===== src/rtl/button_pkg.sv =====
// -----------------------------------------------------------------------------
// button_pkg
// Shared definitions for the push-button conditioning block.
//   - FSM state encodings used by every button channel (3 bits).
//   - Button index constants matching the bit order of the button buses.
//   - A helper that sizes a counter for a set of terminal counts.
// -----------------------------------------------------------------------------
package button_pkg;

  localparam logic [2:0] ST_IDLE       = 3'd0;
  localparam logic [2:0] ST_DB_PRESS   = 3'd1;
  localparam logic [2:0] ST_HELD       = 3'd2;
  localparam logic [2:0] ST_REPEAT     = 3'd3;
  localparam logic [2:0] ST_DB_RELEASE = 3'd4;

  localparam int BTN_U = 0;
  localparam int BTN_D = 1;
  localparam int BTN_L = 2;
  localparam int BTN_R = 3;
  localparam int BTN_M = 4;

  // Width able to hold any value 0..max(a,b)-1, never less than one bit.
  function automatic int cnt_width(input int a, input int b);
    int m;
    m = (a > b) ? a : b;
    if (m < 2) return 1;
    return $clog2(m);
  endfunction

endpackage


===== src/rtl/button_channel.sv =====
// -----------------------------------------------------------------------------
// button_channel
// One push-button channel: 2-flop synchroniser, debounce FSM with a stable-
// cycle counter, and an auto-repeat counter.
//
// Ports
//   i_clk      system clock
//   i_rst_n    asynchronous active-low reset
//   i_raw      raw asynchronous button level (active-high)
//   i_rep_en   auto-repeat enable, sampled every cycle
//   o_level    debounced level (1 in HELD, REPEAT, DB_RELEASE)
//   o_press    1-cycle pulse when a press is accepted
//   o_release  1-cycle pulse when a release is accepted
//   o_repeat   1-cycle pulse on an accepted press and on each repeat tick
//
// All outputs are flops loaded from the next-state/next-output logic, so
// there is no combinational path from i_raw to any output.
// -----------------------------------------------------------------------------
module button_channel
  import button_pkg::*;
#(
  parameter int DB_CNT    = 1000000,
  parameter int REP_DELAY = 50000000,
  parameter int REP_RATE  = 10000000
) (
  input  logic i_clk,
  input  logic i_rst_n,
  input  logic i_raw,
  input  logic i_rep_en,
  output logic o_level,
  output logic o_press,
  output logic o_release,
  output logic o_repeat
);

  localparam int DB_W  = cnt_width(DB_CNT, DB_CNT);
  localparam int REP_W = cnt_width(REP_DELAY, REP_RATE);

  // The sample that moves the FSM out of IDLE (or HELD/REPEAT) is itself the
  // first stable cycle, so the debounce counter terminates one value early.
  // This is why DB_CNT must be at least 2.
  localparam logic [DB_W-1:0]  DB_TERM       = DB_W'(DB_CNT - 2);
  localparam logic [REP_W-1:0] REP_DLY_TERM  = REP_W'(REP_DELAY - 1);
  localparam logic [REP_W-1:0] REP_RATE_TERM = REP_W'(REP_RATE - 1);

  logic             r_sync_p0;
  logic             r_sync_p1;
  logic [2:0]       r_state;
  logic [DB_W-1:0]  r_db_cnt;
  logic [REP_W-1:0] r_rep_cnt;

  logic [2:0]       w_state_nxt;
  logic [DB_W-1:0]  w_db_nxt;
  logic [REP_W-1:0] w_rep_nxt;
  logic             w_s2;
  logic             w_db_done;
  logic             w_dly_done;
  logic             w_rate_done;
  logic             w_level_nxt;
  logic             w_press_nxt;
  logic             w_release_nxt;
  logic             w_repeat_nxt;

  // Stage p0/p1: two-flop synchroniser; the FSM only ever sees r_sync_p1.
  always_ff @(posedge i_clk or negedge i_rst_n) begin
    if (!i_rst_n) begin
      r_sync_p0 <= 1'b0;
      r_sync_p1 <= 1'b0;
    end else begin
      r_sync_p0 <= i_raw;
      r_sync_p1 <= r_sync_p0;
    end
  end

  assign w_s2        = r_sync_p1;
  assign w_db_done   = (r_db_cnt == DB_TERM);
  assign w_dly_done  = (r_rep_cnt == REP_DLY_TERM);
  assign w_rate_done = (r_rep_cnt == REP_RATE_TERM);

  // State and counter registers.
  always_ff @(posedge i_clk or negedge i_rst_n) begin
    if (!i_rst_n) begin
      r_state   <= ST_IDLE;
      r_db_cnt  <= '0;
      r_rep_cnt <= '0;
    end else begin
      r_state   <= w_state_nxt;
      r_db_cnt  <= w_db_nxt;
      r_rep_cnt <= w_rep_nxt;
    end
  end

  // Next-state and counter update.
  always_comb begin
    w_state_nxt = r_state;
    w_db_nxt    = r_db_cnt;
    w_rep_nxt   = r_rep_cnt;
    case (r_state)
      ST_IDLE: begin
        if (w_s2) begin
          w_state_nxt = ST_DB_PRESS;
          w_db_nxt    = '0;
        end
      end
      ST_DB_PRESS: begin
        if (!w_s2) begin
          w_state_nxt = ST_IDLE;
        end else if (w_db_done) begin
          w_state_nxt = ST_HELD;
          w_rep_nxt   = '0;
        end else begin
          w_db_nxt = r_db_cnt + 1'b1;
        end
      end
      ST_HELD: begin
        if (!w_s2) begin
          w_state_nxt = ST_DB_RELEASE;
          w_db_nxt    = '0;
        end else if (i_rep_en && w_dly_done) begin
          w_state_nxt = ST_REPEAT;
          w_rep_nxt   = '0;
        end else if (!w_dly_done) begin
          // Holds at the delay terminal while repeat is disabled, so enabling
          // it later fires on the very next cycle.
          w_rep_nxt = r_rep_cnt + 1'b1;
        end
      end
      ST_REPEAT: begin
        if (!w_s2) begin
          w_state_nxt = ST_DB_RELEASE;
          w_db_nxt    = '0;
        end else if (w_rate_done) begin
          w_rep_nxt = '0;
        end else begin
          w_rep_nxt = r_rep_cnt + 1'b1;
        end
      end
      ST_DB_RELEASE: begin
        if (w_s2) begin
          // Release bounce: back to HELD and restart the repeat delay.
          w_state_nxt = ST_HELD;
          w_rep_nxt   = '0;
        end else if (w_db_done) begin
          w_state_nxt = ST_IDLE;
        end else begin
          w_db_nxt = r_db_cnt + 1'b1;
        end
      end
      default: begin
        w_state_nxt = ST_IDLE;
        w_db_nxt    = '0;
        w_rep_nxt   = '0;
      end
    endcase
  end

  // Output decode; evaluated one cycle ahead and registered below.
  always_comb begin
    w_press_nxt   = (r_state == ST_DB_PRESS) && w_s2 && w_db_done;
    w_release_nxt = (r_state == ST_DB_RELEASE) && !w_s2 && w_db_done;
    w_repeat_nxt  = w_press_nxt
                  | ((r_state == ST_HELD)   && w_s2 && i_rep_en && w_dly_done)
                  | ((r_state == ST_REPEAT) && w_s2 && i_rep_en && w_rate_done);
    w_level_nxt   = (w_state_nxt == ST_HELD) || (w_state_nxt == ST_REPEAT) ||
                    (w_state_nxt == ST_DB_RELEASE);
  end

  // Output registers.
  always_ff @(posedge i_clk or negedge i_rst_n) begin
    if (!i_rst_n) begin
      o_level   <= 1'b0;
      o_press   <= 1'b0;
      o_release <= 1'b0;
      o_repeat  <= 1'b0;
    end else begin
      o_level   <= w_level_nxt;
      o_press   <= w_press_nxt;
      o_release <= w_release_nxt;
      o_repeat  <= w_repeat_nxt;
    end
  end

endmodule


===== src/rtl/button_conditioner.sv =====
// -----------------------------------------------------------------------------
// button_conditioner
// Conditions the raw board push buttons (bit order u, d, l, r, m) for the
// clock, alarm, stopwatch and game services. Each bit is an independent
// button_channel; there is no interaction between channels.
//
// Ports
//   clk          system clock
//   resetn       asynchronous active-low reset
//   btn_raw      raw asynchronous button levels (active-high)
//   repeat_en    per-button auto-repeat enable
//   btn_level    debounced levels
//   btn_press    1-cycle pulse per accepted press
//   btn_release  1-cycle pulse per accepted release
//   btn_repeat   1-cycle pulse per accepted press and per repeat tick
//   any_active   OR of btn_level
// -----------------------------------------------------------------------------
module button_conditioner
  import button_pkg::*;
#(
  parameter int N_BTN     = 5,
  parameter int DB_CNT    = 1000000,
  parameter int REP_DELAY = 50000000,
  parameter int REP_RATE  = 10000000
) (
  input  logic             clk,
  input  logic             resetn,
  input  logic [N_BTN-1:0] btn_raw,
  input  logic [N_BTN-1:0] repeat_en,
  output logic [N_BTN-1:0] btn_level,
  output logic [N_BTN-1:0] btn_press,
  output logic [N_BTN-1:0] btn_release,
  output logic [N_BTN-1:0] btn_repeat,
  output logic             any_active
);

  for (genvar g = 0; g < N_BTN; g++) begin : g_ch
    button_channel #(
      .DB_CNT    (DB_CNT),
      .REP_DELAY (REP_DELAY),
      .REP_RATE  (REP_RATE)
    ) u_ch (
      .i_clk     (clk),
      .i_rst_n   (resetn),
      .i_raw     (btn_raw[g]),
      .i_rep_en  (repeat_en[g]),
      .o_level   (btn_level[g]),
      .o_press   (btn_press[g]),
      .o_release (btn_release[g]),
      .o_repeat  (btn_repeat[g])
    );
  end

  // Driven only by the registered levels, so it never sees btn_raw directly.
  assign any_active = |btn_level;

endmodule

===== config.mk =====
export PLATFORM = sky130hd
export DESIGN_NAME = button_conditioner
export DESIGN_NICKNAME = d
export VERILOG_FILES = /design/src/rtl/button_pkg.sv /design/src/rtl/button_channel.sv /design/src/rtl/button_conditioner.sv
export SDC_FILE = /design/constraint.sdc
export NUM_CORES = 1
export LEC_CHECK = 0
export CORE_MARGIN = 10
export CORE_UTILIZATION = 38
export CTS_CLUSTER_DIAMETER = 100
export DETAILED_ROUTE_END_ITERATION = 10
export GPL_ROUTABILITY_DRIVEN = 0
export HOLD_SLACK_MARGIN = 0.1
export PLACE_DENSITY_LB_ADDON = 0.05
export SYNTH_ARGS = -nofsm -noshare
export SYNTH_HDL_FRONTEND = slang
export SYNTH_SLANG_ARGS = --single-unit

===== constraint.sdc =====
create_clock -name clk -period 5.3 [get_ports clk]
set_input_delay 1.06 -clock clk [delete_from_list [all_inputs] [get_ports clk]]
set_output_delay 1.06 -clock clk [all_outputs]
set_load 0.03 [all_outputs]

==> impl_metrics.prom <==
# TYPE chip_impl_metric gauge
chip_impl_info{name="worstReg2RegStart",value="g_ch[0].u_ch.r_rep_cnt[13]"} 1
chip_impl_metric{name="clock_sinks",unit=""} 275
chip_impl_metric{name="placeableCoreArea",unit="um2"} 41100
chip_impl_metric{name="summed_negative_setup_slack_over_all_endpoints",unit="ns"} 0
chip_impl_metric{name="cp.required",unit="ns"} 5.68
chip_impl_metric{name="io-pin-count",unit=""} 33
chip_impl_metric{name="yosys_register_bits",unit=""} 275
chip_impl_metric{name="tritoncts_buffer_count",unit=""} 35
chip_impl_metric{name="logic_depth_of_the_worst_setup_path_including_buffers",unit=""} 7
chip_impl_info{name="worst_setup_path_end_kind",value="flip-flop"} 1
chip_impl_info{name="crit_path_start_kind",value="input pin"} 1
chip_impl_metric{name="die_area",unit="um2"} 50500
chip_impl_info{name="synthTopCellsByArea",value="sky130_fd_sc_hd__dfrtp_1 (43%), sky130_fd_sc_hd__nor2_1 (4.5%), sky130_fd_sc_hd__xnor2_1 (3.9%)"} 1
chip_impl_metric{name="synth_edf_count",unit=""} 0
chip_impl_metric{name="clk_path_buf_depth",unit=""} 3
chip_impl_info{name="worst-setup-path-type",value="in2reg"} 1
chip_impl_info{name="grt_setup_unrepaired",value="false"} 1
chip_impl_info{name="hold_class",value="reg2reg"} 1
chip_impl_metric{name="setup-violations-final",unit=""} 0
chip_impl_info{name="cts_tree",value="done"} 1
chip_impl_metric{name="syn_to_final_growth",unit="%"} 11.6
chip_impl_metric{name="dr_total_vias",unit=""} 13041
chip_impl_metric{name="syn_inst",unit=""} 1779
chip_impl_metric{name="tightestPinTransition",unit="ns"} 1.06
chip_impl_metric{name="synth_seq_area_share",unit="%"} 43.2
chip_impl_metric{name="mapped_avg_cell_area",unit="um2"} 8.95
chip_impl_metric{name="global_route_wire_length_before_repair",unit="um"} 65200
chip_impl_info{name="yosys.area.top_type",value="sky130_fd_sc_hd__dfrtp_1"} 1
chip_impl_metric{name="finalCoreUtilization",unit="%"} 43.2
chip_impl_metric{name="timing.critical_path.slowest_cell_delay",unit="ns"} 0.57
chip_impl_metric{name="first_global_vias",unit=""} 12551
chip_impl_metric{name="post_layout_total_power",unit="mW"} 4.81
chip_impl_metric{name="post-place-cells",unit=""} 2259
chip_impl_metric{name="worst-r2r-cell-count",unit=""} 6
chip_impl_metric{name="drt_drc_violations_left",unit=""} 0
chip_impl_metric{name="hold_violation_count_in_the_final_report",unit=""} 0
chip_impl_metric{name="fillCellCount",unit=""} 4079
chip_impl_metric{name="arrival",unit="ns"} 3.66
chip_impl_metric{name="grt_antenna_before_repair",unit=""} 1
chip_impl_metric{name="cts_hold_repair.buffers",unit=""} 0
chip_impl_metric{name="irDropWorstVdd",unit="mV"} 0.186
chip_impl_metric{name="synth_nets",unit=""} 1806
chip_impl_metric{name="max_slew_margin",unit="%"} 28.8
chip_impl_metric{name="grt_usage",unit="%"} 15.2
chip_impl_metric{name="num-nets-final",unit=""} 1791
chip_impl_metric{name="drt.antenna.violating_nets",unit=""} 0
chip_impl_metric{name="post_route_cells_drive_above_1_share",unit="%"} 6.60
chip_impl_metric{name="fin_crit",unit="ns"} 3.28
chip_impl_metric{name="critical_path_buf_inv_count",unit=""} 2
chip_impl_metric{name="dieWidth",unit="um"} 225
chip_impl_metric{name="post-cts-setup-buffers",unit=""} 0
chip_impl_metric{name="num_antenna_cells",unit=""} 0
chip_impl_metric{name="area.sequential",unit="um2"} 6880
chip_impl_metric{name="detail_route.iter0.violations",unit=""} 987
chip_impl_metric{name="fin_cells",unit=""} 2321
chip_impl_metric{name="dp_hpwl",unit="um"} 25600
chip_impl_metric{name="yosysTopAreaCellShare",unit="%"} 43.2
chip_impl_metric{name="layout.cell_area.non_filler",unit="um2"} 17800
chip_impl_metric{name="max-cap-violations",unit=""} 0
chip_impl_info{name="worstSetupStartpoint",value="repeat_en[3]"} 1
chip_impl_metric{name="total_area_of_multi_input_combinational_cells",unit="um2"} 8410
chip_impl_info{name="postSynth.topFlopCell",value="sky130_fd_sc_hd__dfrtp_1"} 1
chip_impl_metric{name="dieHeight",unit="um"} 225
chip_impl_metric{name="h-tree-depth",unit=""} 2
chip_impl_metric{name="cts_resized",unit=""} 0
chip_impl_metric{name="max_freq",unit="MHz"} 305
chip_impl_metric{name="synth_warnings",unit=""} 0
chip_impl_info{name="hp-start",value="g_ch[4].u_ch.r_sync_p0"} 1
chip_impl_info{name="timing.critical_path.max_delay_family",value="simple AND/OR/NAND/NOR gates"} 1
chip_impl_metric{name="netlist_area",unit="um2"} 15900
chip_impl_metric{name="post-route-period-util",unit="%"} 61.9
chip_impl_metric{name="initial_core_util",unit="%"} 38.7
chip_impl_info{name="critPathSlowestCell",value="sky130_fd_sc_hd__nor2_2"} 1
chip_impl_metric{name="synth_cell_types",unit=""} 85
chip_impl_metric{name="detailedRoute.firstPassIterationCount",unit=""} 5
chip_impl_info{name="clk_root_buffer_cell",value="sky130_fd_sc_hd__clkbuf_16"} 1
chip_impl_metric{name="async_reset_ff_share",unit="%"} 100
chip_impl_metric{name="crit_fanout",unit=""} 16
chip_impl_metric{name="final_max_slew_viol_count",unit=""} 0
chip_impl_info{name="outcome",value="complete, no violations"} 1
chip_impl_metric{name="fp-row-count",unit=""} 74
chip_impl_metric{name="total_leakage_power",unit="nW"} 7.21
chip_impl_metric{name="route.final.wire_length",unit="um"} 38400
chip_impl_metric{name="vias_per_cell",unit=""} 5.62
chip_impl_metric{name="clock_latency",unit="ns"} 0.53
chip_impl_metric{name="pwr_density_cell",unit="nW/um2"} 271
chip_impl_metric{name="grt_max_degree",unit=""} 109
chip_impl_metric{name="clk_transition_reported_paths",unit="ns"} 0.06
chip_impl_info{name="critical_path.cell_chain",value="clkdlybuf4s50_1 -> inv_1 -> or4_1 -> a211oi_2 -> nor2_1 -> nor2_2 -> nor3_1"} 1
chip_impl_metric{name="postPlaceCellArea",unit="um2"} 16600
chip_impl_metric{name="fin_skew",unit="ns"} 0.0117
chip_impl_metric{name="wl_per_cell",unit="um"} 16.5
chip_impl_metric{name="place.port_buffers",unit=""} 32
chip_impl_metric{name="hold_depth",unit=""} 0
chip_impl_metric{name="gr-total-overflow",unit=""} 0
-- synthesized netlist by cell type, types with 5 or more instances --
library cell,n
sky130_fd_sc_hd__inv_1,46
sky130_fd_sc_hd__and2_1,27
sky130_fd_sc_hd__and3_1,37
sky130_fd_sc_hd__clkbuf_1,62
sky130_fd_sc_hd__nand3_1,99
sky130_fd_sc_hd__buf_2,12
sky130_fd_sc_hd__nand3b_1,7
sky130_fd_sc_hd__nor3b_1,16
sky130_fd_sc_hd__o211ai_1,12
sky130_fd_sc_hd__nor3_1,68
sky130_fd_sc_hd__or3_1,35
sky130_fd_sc_hd__nor4_1,63
sky130_fd_sc_hd__nor4b_1,19
sky130_fd_sc_hd__o41ai_1,5
sky130_fd_sc_hd__a22oi_1,7
sky130_fd_sc_hd__and4_1,19
sky130_fd_sc_hd__a21oi_1,64
sky130_fd_sc_hd__or4_1,19
sky130_fd_sc_hd__o2bb2ai_1,5
sky130_fd_sc_hd__o22ai_1,8
sky130_fd_sc_hd__o21ai_0,87
sky130_fd_sc_hd__a31oi_1,8
sky130_fd_sc_hd__o21ai_1,7
sky130_fd_sc_hd__dfrtp_1,275
sky130_fd_sc_hd__nor2_1,190
sky130_fd_sc_hd__nand4_1,73
sky130_fd_sc_hd__a211oi_1,6
sky130_fd_sc_hd__xnor2_1,71
sky130_fd_sc_hd__o31ai_1,14
sky130_fd_sc_hd__nor2b_1,9
sky130_fd_sc_hd__o21a_1,13
sky130_fd_sc_hd__mux2i_1,17
sky130_fd_sc_hd__or2_2,13
sky130_fd_sc_hd__a21o_1,32
sky130_fd_sc_hd__xor2_1,40
sky130_fd_sc_hd__nand2_1,135
sky130_fd_sc_hd__nand2b_1,21
sky130_fd_sc_hd__nor4bb_1,11
sky130_fd_sc_hd__buf_4,20
sky130_fd_sc_hd__ha_1,15
-- where the power goes --
| part | internal, mW | switching (mW) |
|---|---|---|
| combinational | 0.0474 | 0.102 |
| sequential | 2.12 | 0.0353 |
| clock | 1.56 | 0.941 |
| total | 3.73 | 1.08 |
-- worst paths after layout --
path / endpoint / slack [ns]
worst max register to register: g_ch[0].u_ch.r_rep_cnt[15] / 2.23
worst max-delay path: g_ch[3].u_ch.r_rep_cnt[4] / 2.02
min in group asynchronous: g_ch[2].u_ch.r_rep_cnt[16] / 0.54
max in group asynchronous: g_ch[1].u_ch.r_db_cnt[12] / 3.55
worst min-delay path: g_ch[4].u_ch.r_sync_p1 / 0.35
worst min register to register: g_ch[4].u_ch.r_sync_p1 / 0.35
-- final cells by class --
cell class / count / share of cell area [%]
Multi-Input combinational cell: 1359 / 47.3
Sequential cell: 275 / 38.7
Clock buffer: 52 / 5.92
Tap cell: 532 / 3.74
Timing Repair Buffer: 47 / 2.53
Inverter: 46 / 0.971
Clock inverter: 10 / 0.845
-- through the flow --
step                worst slack (ns)  hold WS, ns
finish                          2.02        0.347
global placement                1.48        0.337
floorplan                       2.50        0.331
CTS                             2.02        0.349
detailed placement              1.46        0.336
global route                    1.84        0.356
-- worst reg2reg max path, delay by kind of cell, from the launching register on --
kind | cells | cell delay [ns]
flip-flops | 1 | 0.44
AND/OR/NAND/NOR | 4 | 2.01
AO/OA/AOI/OAI | 2 | 0.48
-- cell families (layout without fill, tap and decap cells) --
| kind of cell | after synthesis | count (layout) | synth area share (%) |
|---|---|---|---|
| AOI/OAI and AO/OA | 314 | 314 | 12.8 |
| xor gates and xnor gates | 111 | 111 | 6.11 |
| adders and majority gates | 15 | 15 | 1.18 |
| buffers and inverters | 145 | 155 | 4.13 |
| DFF | 275 | 275 | 43.2 |
| muxes | 19 | 19 | 1.21 |
| and+or+nand+nor | 900 | 900 | 31.4 |
-- layer usage --
layer / share of wire, % / vias up / global-route usage [%]
met5: 0 / - / 0
met4: 2.1 / 0 / 4.45
met3: 3.3 / 59 / 2.62
met2: 45 / 168 / 23.6
met1: 50 / 6325 / 21.3
li1: - / 6489 / -
-- sequential cells by signal, summed over array words and instances (netlist names) --
register,cells
g_ch.u_ch.r_rep_cnt,130
g_ch.u_ch.o_level,5
g_ch.u_ch.o_press,5
g_ch.u_ch.r_db_cnt,100
g_ch.u_ch.o_repeat,5
g_ch.u_ch.r_sync_p0,5
g_ch.u_ch.o_release,5
g_ch.u_ch.r_sync_p1,5
g_ch.u_ch.r_state,15
-- cell usage in the layout (no fill, tap or decap), types with 31 or more instances in the layout --
cell type and n:
sky130_fd_sc_hd__nand3_1 99, sky130_fd_sc_hd__a21o_1 32, sky130_fd_sc_hd__nor3_1 68, sky130_fd_sc_hd__or3_1 35, sky130_fd_sc_hd__a21oi_1 64, sky130_fd_sc_hd__xnor2_1 71, sky130_fd_sc_hd__clkdlybuf4s50_1 31, sky130_fd_sc_hd__nand2_1 135
sky130_fd_sc_hd__o21ai_0 87, sky130_fd_sc_hd__nand4_1 73, sky130_fd_sc_hd__nor4_1 63, sky130_fd_sc_hd__dfrtp_1 275, sky130_fd_sc_hd__inv_1 46, sky130_fd_sc_hd__xor2_1 40, sky130_fd_sc_hd__clkbuf_16 37, sky130_fd_sc_hd__and3_1 37
sky130_fd_sc_hd__nor2_1 190
Note: power is estimated with default switching activity, not from simulation.
